File: src/rtl/neighbor_qtable.sv
// neighbor_qtable: captures Q-values advertised by neighbouring nodes into a
// dense table and reports the neighbour with the highest advertised Q-value
// (ties resolve to the lowest table index) together with its Q and hop count.
module neighbor_qtable #(
    parameter int WORD_WIDTH    = 16,
    parameter int NUM_NEIGHBORS = 8,
    localparam int IDX_W        = $clog2(NUM_NEIGHBORS)
) (
    input  logic                  clk,
    input  logic                  rst,
    input  logic                  pkt_valid,
    output logic                  pkt_ready,
    input  logic [WORD_WIDTH-1:0] pkt_nodeID,
    input  logic [WORD_WIDTH-1:0] pkt_QValue,
    input  logic [WORD_WIDTH-1:0] pkt_hops,
    input  logic                  clear_table,
    output logic                  bestHop_valid,
    output logic [WORD_WIDTH-1:0] bestHop_ID,
    output logic [WORD_WIDTH-1:0] bestHop_QValue,
    output logic [WORD_WIDTH-1:0] bestHop_hops,
    output logic [IDX_W:0]        neighborCount,
    output logic                  table_full,
    output logic                  drop_pulse
);

    localparam logic [IDX_W:0] FULL_CNT = (IDX_W+1)'(NUM_NEIGHBORS);

    typedef enum logic [1:0] {
        ST_IDLE   = 2'd0,
        ST_SEARCH = 2'd1,
        ST_WRITE  = 2'd2,
        ST_SCAN   = 2'd3
    } state_t;

    state_t                r_state;
    logic [IDX_W:0]        r_idx;
    logic [IDX_W:0]        r_count;
    logic [IDX_W-1:0]      r_target;
    logic                  r_new;
    logic [WORD_WIDTH-1:0] r_lat_id;
    logic [WORD_WIDTH-1:0] r_lat_q;
    logic [WORD_WIDTH-1:0] r_lat_hops;
    logic [WORD_WIDTH-1:0] r_max_id;
    logic [WORD_WIDTH-1:0] r_max_q;
    logic [WORD_WIDTH-1:0] r_max_hops;
    logic                  r_best_valid;
    logic [WORD_WIDTH-1:0] r_best_id;
    logic [WORD_WIDTH-1:0] r_best_q;
    logic [WORD_WIDTH-1:0] r_best_hops;
    logic                  r_drop;

    logic [WORD_WIDTH-1:0] r_tab_id   [NUM_NEIGHBORS];
    logic [WORD_WIDTH-1:0] r_tab_q    [NUM_NEIGHBORS];
    logic [WORD_WIDTH-1:0] r_tab_hops [NUM_NEIGHBORS];

    logic [WORD_WIDTH-1:0] w_rd_id;
    logic [WORD_WIDTH-1:0] w_rd_q;
    logic [WORD_WIDTH-1:0] w_rd_hops;
    logic                  w_full;
    logic                  w_take;
    logic [WORD_WIDTH-1:0] w_cand_id;
    logic [WORD_WIDTH-1:0] w_cand_q;
    logic [WORD_WIDTH-1:0] w_cand_hops;

    assign w_full    = (r_count == FULL_CNT);
    assign w_rd_id   = r_tab_id[r_idx[IDX_W-1:0]];
    assign w_rd_q    = r_tab_q[r_idx[IDX_W-1:0]];
    assign w_rd_hops = r_tab_hops[r_idx[IDX_W-1:0]];

    // Running-maximum candidate: entry 0 seeds the scan, later entries replace only on strictly greater Q
    always_comb begin
        w_take      = (r_idx == '0) || (w_rd_q > r_max_q);
        w_cand_id   = r_max_id;
        w_cand_q    = r_max_q;
        w_cand_hops = r_max_hops;
        if (w_take) begin
            w_cand_id   = w_rd_id;
            w_cand_q    = w_rd_q;
            w_cand_hops = w_rd_hops;
        end
    end

    // Table storage: contents need no reset because occupancy is tracked by r_count
    always_ff @(posedge clk) begin
        if (r_state == ST_WRITE && !clear_table && !rst) begin
            r_tab_id[r_target]   <= r_lat_id;
            r_tab_q[r_target]    <= r_lat_q;
            r_tab_hops[r_target] <= r_lat_hops;
        end
    end

    // Control FSM: accept, search for existing ID, write entry, rescan for best hop
    always_ff @(posedge clk or posedge rst) begin
        if (rst) begin
            r_state      <= ST_IDLE;
            r_idx        <= '0;
            r_count      <= '0;
            r_target     <= '0;
            r_new        <= 1'b0;
            r_lat_id     <= '0;
            r_lat_q      <= '0;
            r_lat_hops   <= '0;
            r_max_id     <= '0;
            r_max_q      <= '0;
            r_max_hops   <= '0;
            r_best_valid <= 1'b0;
            r_best_id    <= '0;
            r_best_q     <= '0;
            r_best_hops  <= '0;
            r_drop       <= 1'b0;
        end else begin
            r_drop <= 1'b0;
            if (clear_table) begin
                r_state      <= ST_IDLE;
                r_count      <= '0;
                r_best_valid <= 1'b0;
                r_best_id    <= '0;
                r_best_q     <= '0;
                r_best_hops  <= '0;
            end else begin
                case (r_state)
                    ST_IDLE: begin
                        if (pkt_valid) begin
                            r_lat_id   <= pkt_nodeID;
                            r_lat_q    <= pkt_QValue;
                            r_lat_hops <= pkt_hops;
                            r_idx      <= '0;
                            r_state    <= ST_SEARCH;
                        end
                    end
                    ST_SEARCH: begin
                        if (r_idx == r_count) begin
                            if (w_full) begin
                                r_drop  <= 1'b1;
                                r_state <= ST_IDLE;
                            end else begin
                                r_target <= r_count[IDX_W-1:0];
                                r_new    <= 1'b1;
                                r_state  <= ST_WRITE;
                            end
                        end else if (w_rd_id == r_lat_id) begin
                            r_target <= r_idx[IDX_W-1:0];
                            r_new    <= 1'b0;
                            r_state  <= ST_WRITE;
                        end else begin
                            r_idx <= r_idx + 1'b1;
                        end
                    end
                    ST_WRITE: begin
                        if (r_new) begin
                            r_count <= r_count + 1'b1;
                        end
                        r_idx   <= '0;
                        r_state <= ST_SCAN;
                    end
                    ST_SCAN: begin
                        if (r_idx == r_count - 1'b1) begin
                            r_best_valid <= 1'b1;
                            r_best_id    <= w_cand_id;
                            r_best_q     <= w_cand_q;
                            r_best_hops  <= w_cand_hops;
                            r_state      <= ST_IDLE;
                        end else begin
                            r_max_id   <= w_cand_id;
                            r_max_q    <= w_cand_q;
                            r_max_hops <= w_cand_hops;
                            r_idx      <= r_idx + 1'b1;
                        end
                    end
                    default: r_state <= ST_IDLE;
                endcase
            end
        end
    end

    assign pkt_ready      = (r_state == ST_IDLE);
    assign bestHop_valid  = r_best_valid;
    assign bestHop_ID     = r_best_id;
    assign bestHop_QValue = r_best_q;
    assign bestHop_hops   = r_best_hops;
    assign neighborCount  = r_count;
    assign table_full     = w_full;
    assign drop_pulse     = r_drop;

endmodule

File: config.mk
export PLATFORM = sky130hd
export DESIGN_NAME = neighbor_qtable
export DESIGN_NICKNAME = d
export VERILOG_FILES = /design/src/rtl/neighbor_qtable.sv
export SDC_FILE = /design/constraint.sdc
export NUM_CORES = 1
export LEC_CHECK = 0
export ABC_AREA = 0
export CORE_MARGIN = 1.5
export CORE_UTILIZATION = 42
export DETAILED_ROUTE_END_ITERATION = 10
export GPL_TIMING_DRIVEN = 0
export SYNTH_ARGS = -nofsm -noshare
export SYNTH_HDL_FRONTEND = slang
export SYNTH_SLANG_ARGS = --single-unit
File: constraint.sdc
create_clock -name clk -period 8.8 [get_ports clk]
set_input_delay 0.88 -clock clk [delete_from_list [all_inputs] [get_ports clk]]
set_output_delay 0.88 -clock clk [all_outputs]
set_load 0.02 [all_outputs]
==> results of run 1 <==
## per-stage QoR
stage                     cells  utilization, %  setup slack [ps]  hold slack (ps)  power, mW
after floorplan            1333               -              3600              459       5.15
after global placement     2128            46.1              -874              469       5.80
after detailed placement   2154            47.1              2630              476       5.87
after CTS                  2257            50.8              2590              490       8.35
after global routing       2257            50.8              2270              503       8.69
final                      2258            50.8              2650              494       8.27
## cell families (layout without fill, tap and decap cells)
group           after synthesis  count (layout)  share of synthesized area, %
flops                       544             544                          69.8
buf+inv                     111             347                          2.14
simple gates                324             324                          6.97
mux                         213             213                          15.2
other cells                   0               1                             0
xor+xnor                     24              24                         0.944
fa+ha+maj                    20              20                          1.12
compound gates               97              97                          3.88
## routing by layer
layer	share of wire, %	track usage [%]
met5	0	0
met4	2.6	6.35
met3	5.3	3.17
met2	47	31.1
met1	45	28.3
## cells in the final DEF, fill, tap and decap left out, types with 5 or more instances in the layout
master,instances
bufinv_16,9
a32o_1,42
inv_1,27
nor3_1,5
xor2_1,5
a31oi_1,6
dfrtp_1,160
xnor2_1,19
or3_1,43
nand2b_1,7
clkdlybuf4s50_1,107
buf_12,9
buf_1,8
a221oi_1,8
clkbuf_8,5
mux4_1,5
buf_16,5
edfxtp_1,384
clkbuf_16,57
nor2_4,6
buf_6,15
mux4_2,81
nor2_1,71
clkinvlp_4,5
nor2b_1,5
buf_2,14
clkinv_2,10
a21o_1,6
nand2_1,110
clkbuf_1,67
a22o_1,8
nand4_1,7
mux2i_1,30
mux2_2,69
nand3_1,44
ha_1,20
mux2_1,23
a21oi_1,7
## power by group through the flow
stage / Clock, mW / Combinational (mW) / Sequential (mW)
after global placement: 0 / 2.15 / 3.65
after global routing: 2.60 / 2.39 / 3.69
final: 2.46 / 2.18 / 3.63
after floorplan: 0 / 1.60 / 3.54
after CTS: 2.52 / 2.20 / 3.63
after detailed placement: 0 / 2.19 / 3.68
## final cells by class
type | instances | area (um2) | area share, %
inverters | 30 | 120 | 0.451
repair buffers | 133 | 1510 | 5.68
flip-flops and latches | 544 | 15500 | 58.3
clock buffers | 75 | 1540 | 5.80
well taps | 688 | 861 | 3.23
plain buffers | 81 | 364 | 1.37
multi-input cells | 678 | 6320 | 23.7
clock inverters | 28 | 373 | 1.40
diodes | 1 | 2.50 | 0.00940
## how the worst min path moves through the flow
stage / start / endpoint / slack [ps] / cells after the start
after floorplan: r_max_id[0] / r_max_id[0] / 460 / 1
after global placement: r_max_id[4] / r_max_id[4] / 470 / 1
after detailed placement: r_max_id[6] / r_max_id[6] / 480 / 1
after global routing: r_max_id[6] / r_max_id[6] / 500 / 1
final: r_max_id[6] / r_max_id[6] / 490 / 1
after CTS: r_max_id[6] / r_max_id[6] / 490 / 1
## worst max-delay path: stages (launching register included)
cell and delay, ps:
dfrtp_1 340, buf_2 320, buf_1 650, buf_1 750, clkbuf_1 610, mux4_2 400
nand2_1 80, nand2_1 130, ha_1 310, nand4_1 90, nor3_1 360, o21ai_0 160
a21oi_1 260, a2111oi_2 120, nor2_1 310, buf_2 350, buf_2 410, mux2_1 370
## state kept, by name, indices dropped and copies added (netlist names)
name,cells
r_tab_hops,128
r_target,3
bestHop_hops,16
bestHop_QValue,16
bestHop_valid,1
r_tab_id,128
r_lat_q,16
r_max_id,16
r_tab_q,128
neighborCount,4
bestHop_ID,16
r_new,1
r_lat_hops,16
r_idx,4
r_state,2
r_max_hops,16
r_lat_id,16
drop_pulse,1
r_max_q,16
==> flow_summary.toml, run 1 <==
[global_route]
grt_max_degree = 95
first_global_vias = 12506
grt_first_pass_wirelength_um = 79200
grt-ovfl-total = 0
antenna_found_initial = 0
track_usage_pct = 19.8

[power_and_ir_drop]
p_seq_share_pct = 43.8
pwr-share-clk_pct = 29.8
p_sw_share_pct = 31.1
power_per_cell_area_nw_per_um2 = 311
switchingPower_mw = 2.57
p_leak_nw = 9.54
combPwrFrac_pct = 26.4
internal_power_mw = 5.70
vdd_drop_max_mv = 0.168

[detailed_routing]
wl_per_cell_um = 23.2
vias = 12392
ant_nets = 0
routed_wl_um = 52400
via_per_inst = 5.49
drtPass1Iterations = 5
drt_iter0_drc = 953
remaining_drc_errors = 0

[finish]
area_delta_synth_final_pct = 19.6
layout-drive-gt1-share_pct = 19.9
nets = 1596
n_fill_cell = 4325
final_cell_area_um2 = 26600

[synth]
synth_flop_cell = "edfxtp_1"
synth-edff-count = 384
seq_area_frac_synth_pct = 69.8
synth.top_cells.by_area = "edfxtp_1 52%, dfrtp_1 18%, mux4_2 8.2%, mux2_2 3.5%, a32o_1 1.9%"
async_flop_share_pct = 29.4
synth_common_cells = "384 x edfxtp_1, 160 x dfrtp_1, 110 x nand2_1, 81 x mux4_2, 77 x nor2_1"
syn_inst = 1333
synth.net_count = 1405
synth_top_area_share_pct = 51.8
ys_ff_latch = 544
synth.avg_cell_area_um2 = 16.7
yosysMostFrequentCell = "edfxtp_1"
yosysWarnings = 0
syn_area_um2 = 22300
ys_types = 61
synth_largest_area_cell = "edfxtp_1"

[clock_tree]
root_buffer = "clkbuf_16"
post-cts-setup-buffers = 0
hold_buffers = 0
h-tree-depth = 2
clockBufferDepth = 3
numCtsBuffers = 56
worstSkewPairLatency_ps = 610
cts_tree = "built"
clock-sinks = 544
clk_pin_slew_ps = 60
cts_resized = 0

[sta]
fin_crit_sh_pct = 69.9
final.min_clock_period_ps = 6150
maxSlewViolCount = 0
max_slew_margin_pct = 36.2
rsz0062_at_grt = "no"
setup_tns_ps = 0
skew_ps = 11.9
setup_violations = 0
hold_viol_final = 0
max_clock_freq_mhz = 163
worst_slew_pin_slew_ps = 957

[placement]
placed_area_um2 = 24700
hpwlAfterDp_um = 35100
port-buffer-count = 107
routabilityCongestion = 0.809

[floorplanning]
fp.dieH_um = 233
num_io_pins = 108
dieArea_um2 = 54400
rows = 84
initial_core_util_pct = 42.5
die_w_um = 233
core_um2 = 52400

[hold_path]
hp-class = "reg2reg"

[critical_path]
critPathArrivalTime_ps = 6630
critPathCaptureType = "register"
regToRegEndpoint = "r_max_q[5]"
crit_fanout = 10
critPathKind = "reg2reg"
worstPathRequired_ps = 9280
startpoint = "r_idx[1]"
r2r_slack_ps = 2650
worstSetupStartpointType = "register"
reg2regPathDepth = 17
rr_startpoint = "r_idx[1]"
worstSetupEndpoint = "r_max_q[5]"

[flow_run]
max_cap_viol_count = 0

[status]
status = "complete, no violations"
Note: power is estimated with default switching activity, not from simulation.
==> inputs of run 2 (changes only) <==
- clock period: 8.8 -> 6.4 ns (I/O delays scaled with it)
==> flow_summary.toml, run 2 (synthesis gave the netlist of run 1 again) <==
[clock_tree]
worstSkewPairLatency_ps = 610
clock-sinks = 544
root_buffer = "clkbuf_16"
cts_tree = "built"
post-cts-setup-buffers = 0
clk_pin_slew_ps = 60
h-tree-depth = 2
clockBufferDepth = 3
numCtsBuffers = 56

[finish]
final_common_cell = "edfxtp_1"
n_fill_cell = 4326
mostFrequentLayoutCells = "384 x edfxtp_1, 160 x dfrtp_1, 110 x nand2_1"
reg_top3 = "r_tab_hops: 128 flops, r_tab_id: 128 flops, r_tab_q: 128 flops"
layout-drive-gt1-share_pct = 19.9
nets = 1596
area_delta_synth_final_pct = 19.6

[detailed_routing]
drt_iter0_drc = 960
vias = 12395
drtPass1Iterations = 5
routed_wl_um = 52400
ant_nets = 0
wl_per_cell_um = 23.2
via_per_inst = 5.49
remaining_drc_errors = 0

[critical_path]
worstPathRequired_ps = 6880
critPathArrivalTime_ps = 6380
cpMostUsedCell = "buf_2"
r2r_slack_ps = 510
reg2regPathDepth = 17
slowest_delay_ps = 650
critPathCaptureType = "register"
crit_chain = "buf_2, buf_1, clkbuf_2, clkbuf_1, mux4_2, nand2_1, nand2_1, ha_1, nand4_1, nor3_1, o21ai_0, a21oi_1, a2111oi_2, nor2_1, buf_2, buf_2, mux2_1"
crit_fanout = 10
worst_path_max_delay_cell = "buf_1"
critPathKind = "reg2reg"
worstSetupStartpointType = "register"

[floorplanning]
initial_core_util_pct = 42.5
num_io_pins = 108
die_w_um = 233
core_um2 = 52400
dieArea_um2 = 54400
rows = 84
fp.dieH_um = 233

[status]
status = "complete, no violations"

[sta]
worst_slew_pin_slew_ps = 957
setup_violations = 0
max_clock_freq_mhz = 170
rsz0062_at_grt = "no"
final.min_clock_period_ps = 5890
skew_ps = 11.7
setup_tns_ps = 0
worst_hold_slack_ps = 494
max_slew_margin_pct = 36.2
hold_viol_final = 0
maxSlewViolCount = 0
fin_crit_sh_pct = 92.1

[placement]
port-buffer-count = 107
routabilityCongestion = 0.809
hpwlAfterDp_um = 35100

[hold_path]
hp-class = "reg2reg"
holdPathStages = 1

[global_route]
first_global_vias = 12506
track_usage_pct = 19.8
grt-ovfl-total = 0
grt_max_degree = 95
grt_first_pass_wirelength_um = 79200
antenna_found_initial = 0

[flow_run]
max_cap_viol_count = 0

[power_and_ir_drop]
power_per_cell_area_nw_per_um2 = 427
p_leak_nw = 9.54
vdd_drop_max_mv = 0.231
[run 2: worst paths after layout]
check	start	end
worst max-delay path	r_idx[1]	r_max_q[5]
worst min-delay path	r_max_id[6]	r_max_id[6]
worst max register to register	r_idx[1]	r_max_q[5]
worst min register to register	r_max_id[6]	r_max_id[6]
max in group asynchronous	rst	r_max_hops[3]
min in group asynchronous	rst	bestHop_QValue[11]
[run 2: cell type report]
class | instances | area [um2] | area share [%]
Antenna cell | 1 | 2.50 | 0.00940
Buffer | 81 | 365 | 1.37
Sequential cell | 544 | 15500 | 58.3
Clock buffer | 75 | 1540 | 5.80
Clock inverter | 28 | 373 | 1.40
Tap cell | 688 | 861 | 3.23
Inverter | 30 | 120 | 0.451
Multi-Input combinational cell | 678 | 6320 | 23.7
Timing Repair Buffer | 133 | 1510 | 5.68
[run 2: what timing repair did]
action	in CTS	in global routing
hold buffers	0	0
endpoints found under the setup margin	0	30
gates resized for setup	0	2
[run 2: power by group]
part / internal [mW] / switching [mW]
registers: 4.49 / 0.494
clock network: 2.05 / 1.34
logic: 1.30 / 1.70
total: 7.84 / 3.54
[run 2: worst max-delay path, delay by kind of cell, from the launching register on]
family / cells / cell delay [ps]
flip-flops: 1 / 340
adder cells (fa/ha/maj): 1 / 310
AO/OA/AOI/OAI: 3 / 540
AND/OR/NAND/NOR: 5 / 970
multiplexers: 2 / 770
buffers and inverters: 6 / 2840
[run 2: routing by layer]
metal / part of all wire (%) / routed length [um] / GRT usage, % / up-vias
li1: - / - / - / 5527
met1: 45 / 23700 / 28.3 / 6455
met2: 47 / 24500 / 31.1 / 333
met3: 5.4 / 2830 / 3.17 / 80
met4: 2.6 / 1350 / 6.35 / 0
met5: 0 / 0 / 0 / -
[run 2: per-stage QoR]
step                      utilization (%)  setup WS, ps  std cells  cell area [um2]  power (mW)
after floorplan                         -          1440       1333            22300        7.07
after global placement               46.1         -3030       2128            24200        7.97
after detailed placement             47.1           232       2154            24700        8.08
after CTS                            50.8           195       2257            26600        11.5
after global routing                 50.8           158       2257            26600        11.9
final                                50.8           507       2258            26600        11.4
==> inputs of run 3 (changes only) <==
- CTS_CLUSTER_DIAMETER: unset -> 40
- MAX_ROUTING_LAYER: unset -> met4
==> flow_summary.toml, run 3 (synthesis gave the netlist of run 1 again) <==
[global_route]
grt.met1_usage_pct = 28.4
grt_util_met3_pct = 3.39
grtUsageMet2_pct = 31.3
first_global_vias = 12752
grt.busiest_layer = "met2"
grt_max_degree = 95
grt-ovfl-total = 0
antenna_found_initial = 0
grt_first_pass_wirelength_um = 79900
track_usage_pct = 20.7

[critical_path]
worstPathRequired_ps = 6930
critPathKind = "reg2reg"
worstSetupEndpoint = "bestHop_hops[1]"
regToRegEndpoint = "bestHop_hops[1]"
critPathTopFamily = "buffers and inverters"
critPathArrivalTime_ps = 6460
critPathCaptureType = "register"
cp_num_buf_inv = 6
worst_path_max_delay_cell = "buf_1"
crit_cells = 18
reg2regPathDepth = 18
crit_fanout = 10
slowest_delay_ps = 650
worstSetupStartpointType = "register"
rr_startpoint = "r_idx[1]"
crit_chain = "buf_2, buf_1, clkbuf_2, clkbuf_1, mux4_2, nand2_1, nand2_1, ha_1, a21o_1, a21o_1, a21o_1, a21oi_1, o21ai_1, a2111oi_2, clkbuf_1, clkbuf_1, or3_1, a32o_1"
startpoint = "r_idx[1]"
r2r_slack_ps = 470

[detailed_routing]
via_per_inst = 5.51
wl_per_cell_um = 23.0
vias = 12636
drt_iter0_drc = 982
drtPass1Iterations = 5
remaining_drc_errors = 0
routed_wl_um = 52900
ant_nets = 0

[sta]
skew_ps = 19.7
max_clock_freq_mhz = 169
worst_hold_slack_ps = 487
worst_slew_pin_slew_ps = 973
hold_viol_final = 0
setup_violations = 0
rsz0062_at_grt = "no"
fin_crit_sh_pct = 92.6
final.min_clock_period_ps = 5930
maxSlewViolCount = 0
max_slew_margin_pct = 35.2

[floorplanning]
fp.dieH_um = 233
dieArea_um2 = 54400
rows = 84
initial_core_util_pct = 42.5
core_um2 = 52400
die_w_um = 233
num_io_pins = 108

[clock_tree]
clockBufferDepth = 3
hold_buffers = 0
worstSkewPairLatency_ps = 600
cts_resized = 0
post-cts-setup-buffers = 0
numCtsBuffers = 77
clock-sinks = 544
cts_tree = "built"
h-tree-depth = 3
clk_pin_slew_ps = 60
root_buffer = "clkbuf_16"

[placement]
hpwlAfterDp_um = 35100
port-buffer-count = 107
routabilityCongestion = 0.821

[finish]
final_common_cell = "edfxtp_1"
layout-drive-gt1-share_pct = 22.0
nets = 1617
reg_top3 = "r_tab_hops: 128 flops, r_tab_id: 128 flops, r_tab_q: 128 flops"
area_delta_synth_final_pct = 23.1
diodes = 0
n_fill_cell = 4228
mostFrequentLayoutCells = "384 x edfxtp_1, 160 x dfrtp_1, 110 x nand2_1"

[power_and_ir_drop]
vdd_drop_max_mv = 0.216
power_mw = 12.4
p_leak_nw = 9.92
power_per_cell_area_nw_per_um2 = 453

[flow_run]
max_cap_viol_count = 0

[hold_path]
hp-class = "reg2reg"

[status]
status = "complete, no violations"
-- run 3: cell types whose count changed in the layout (fill, tap and decap cells not counted), sizes merged --
cell / before / now
clkinvlp: 5 / 6
clkbuf: 130 / 144
inv: 30 / 41
bufinv: 9 / 13
diode: 1 / 0
clkinv: 14 / 21
-- run 3: worst min path at each step --
| stage | start | endpoint | slack [ps] | cells past startpoint |
|---|---|---|---|---|
| floorplan | r_max_id[0] | r_max_id[0] | 460 | 1 |
| global placement | r_max_id[4] | r_max_id[4] | 470 | 1 |
| detailed placement | r_max_id[6] | r_max_id[6] | 480 | 1 |
| CTS | r_max_id[6] | r_max_id[6] | 490 | 1 |
| global route | r_max_id[6] | r_max_id[6] | 500 | 1 |
| finish | r_max_id[4] | r_max_id[4] | 490 | 1 |
-- run 3: cell type report --
cell class	count	area (um2)	area share [%]
tap	688	861	3.14
clock buffer	89	2030	7.42
buffer	81	365	1.33
timing repair buffer	133	1510	5.51
multi-input combinational	678	6320	23.1
clock inverter	51	664	2.42
sequential	544	15500	56.7
inverter	30	120	0.438
-- run 3: metrics by stage --
stage | instances | worst slack, ps | TNS (ps) | util, % | instance area [um2]
3_5_place_dp | 2154 | 232 | 0 | 47.1 | 24700
6_report | 2294 | 473 | 0 | 52.3 | 27400
3_3_place_gp | 2128 | -3030 | -640730 | 46.1 | 24200
5_1_grt | 2294 | 161 | 0 | 52.3 | 27400
2_1_floorplan | 1333 | 1440 | 0 | - | 22300
4_1_cts | 2294 | 199 | 0 | 52.3 | 27400
-- run 3: per-layer routing --
layer	vias up	part of all wire, %
met4	0	2.6
met1	6575	45
met2	376	47
li1	5603	-
met5	-	0
met3	82	5.5
-- run 3: worst register-to-register path: stages, from the launching register on --
cell and delay (ps):
dfrtp_1 350, buf_2 330, buf_1 660, clkbuf_2 520, clkbuf_1 600, mux4_2 400, nand2_1 80, nand2_1 120
ha_1 210, a21o_1 180, a21o_1 170, a21o_1 170, a21oi_1 130, o21ai_1 150, a2111oi_2 560, clkbuf_1 420
clkbuf_1 460, or3_1 190, a32o_1 160
-- run 3: power by group --
part / total, mW / leakage [nW] / switching, mW / internal, mW
combinational: 3.02 / 3.11 / 1.72 / 1.30
sequential: 4.99 / 5.50 / 0.493 / 4.49
clock: 4.40 / 1.31 / 1.57 / 2.83
total: 12.4 / 9.92 / 3.78 / 8.62
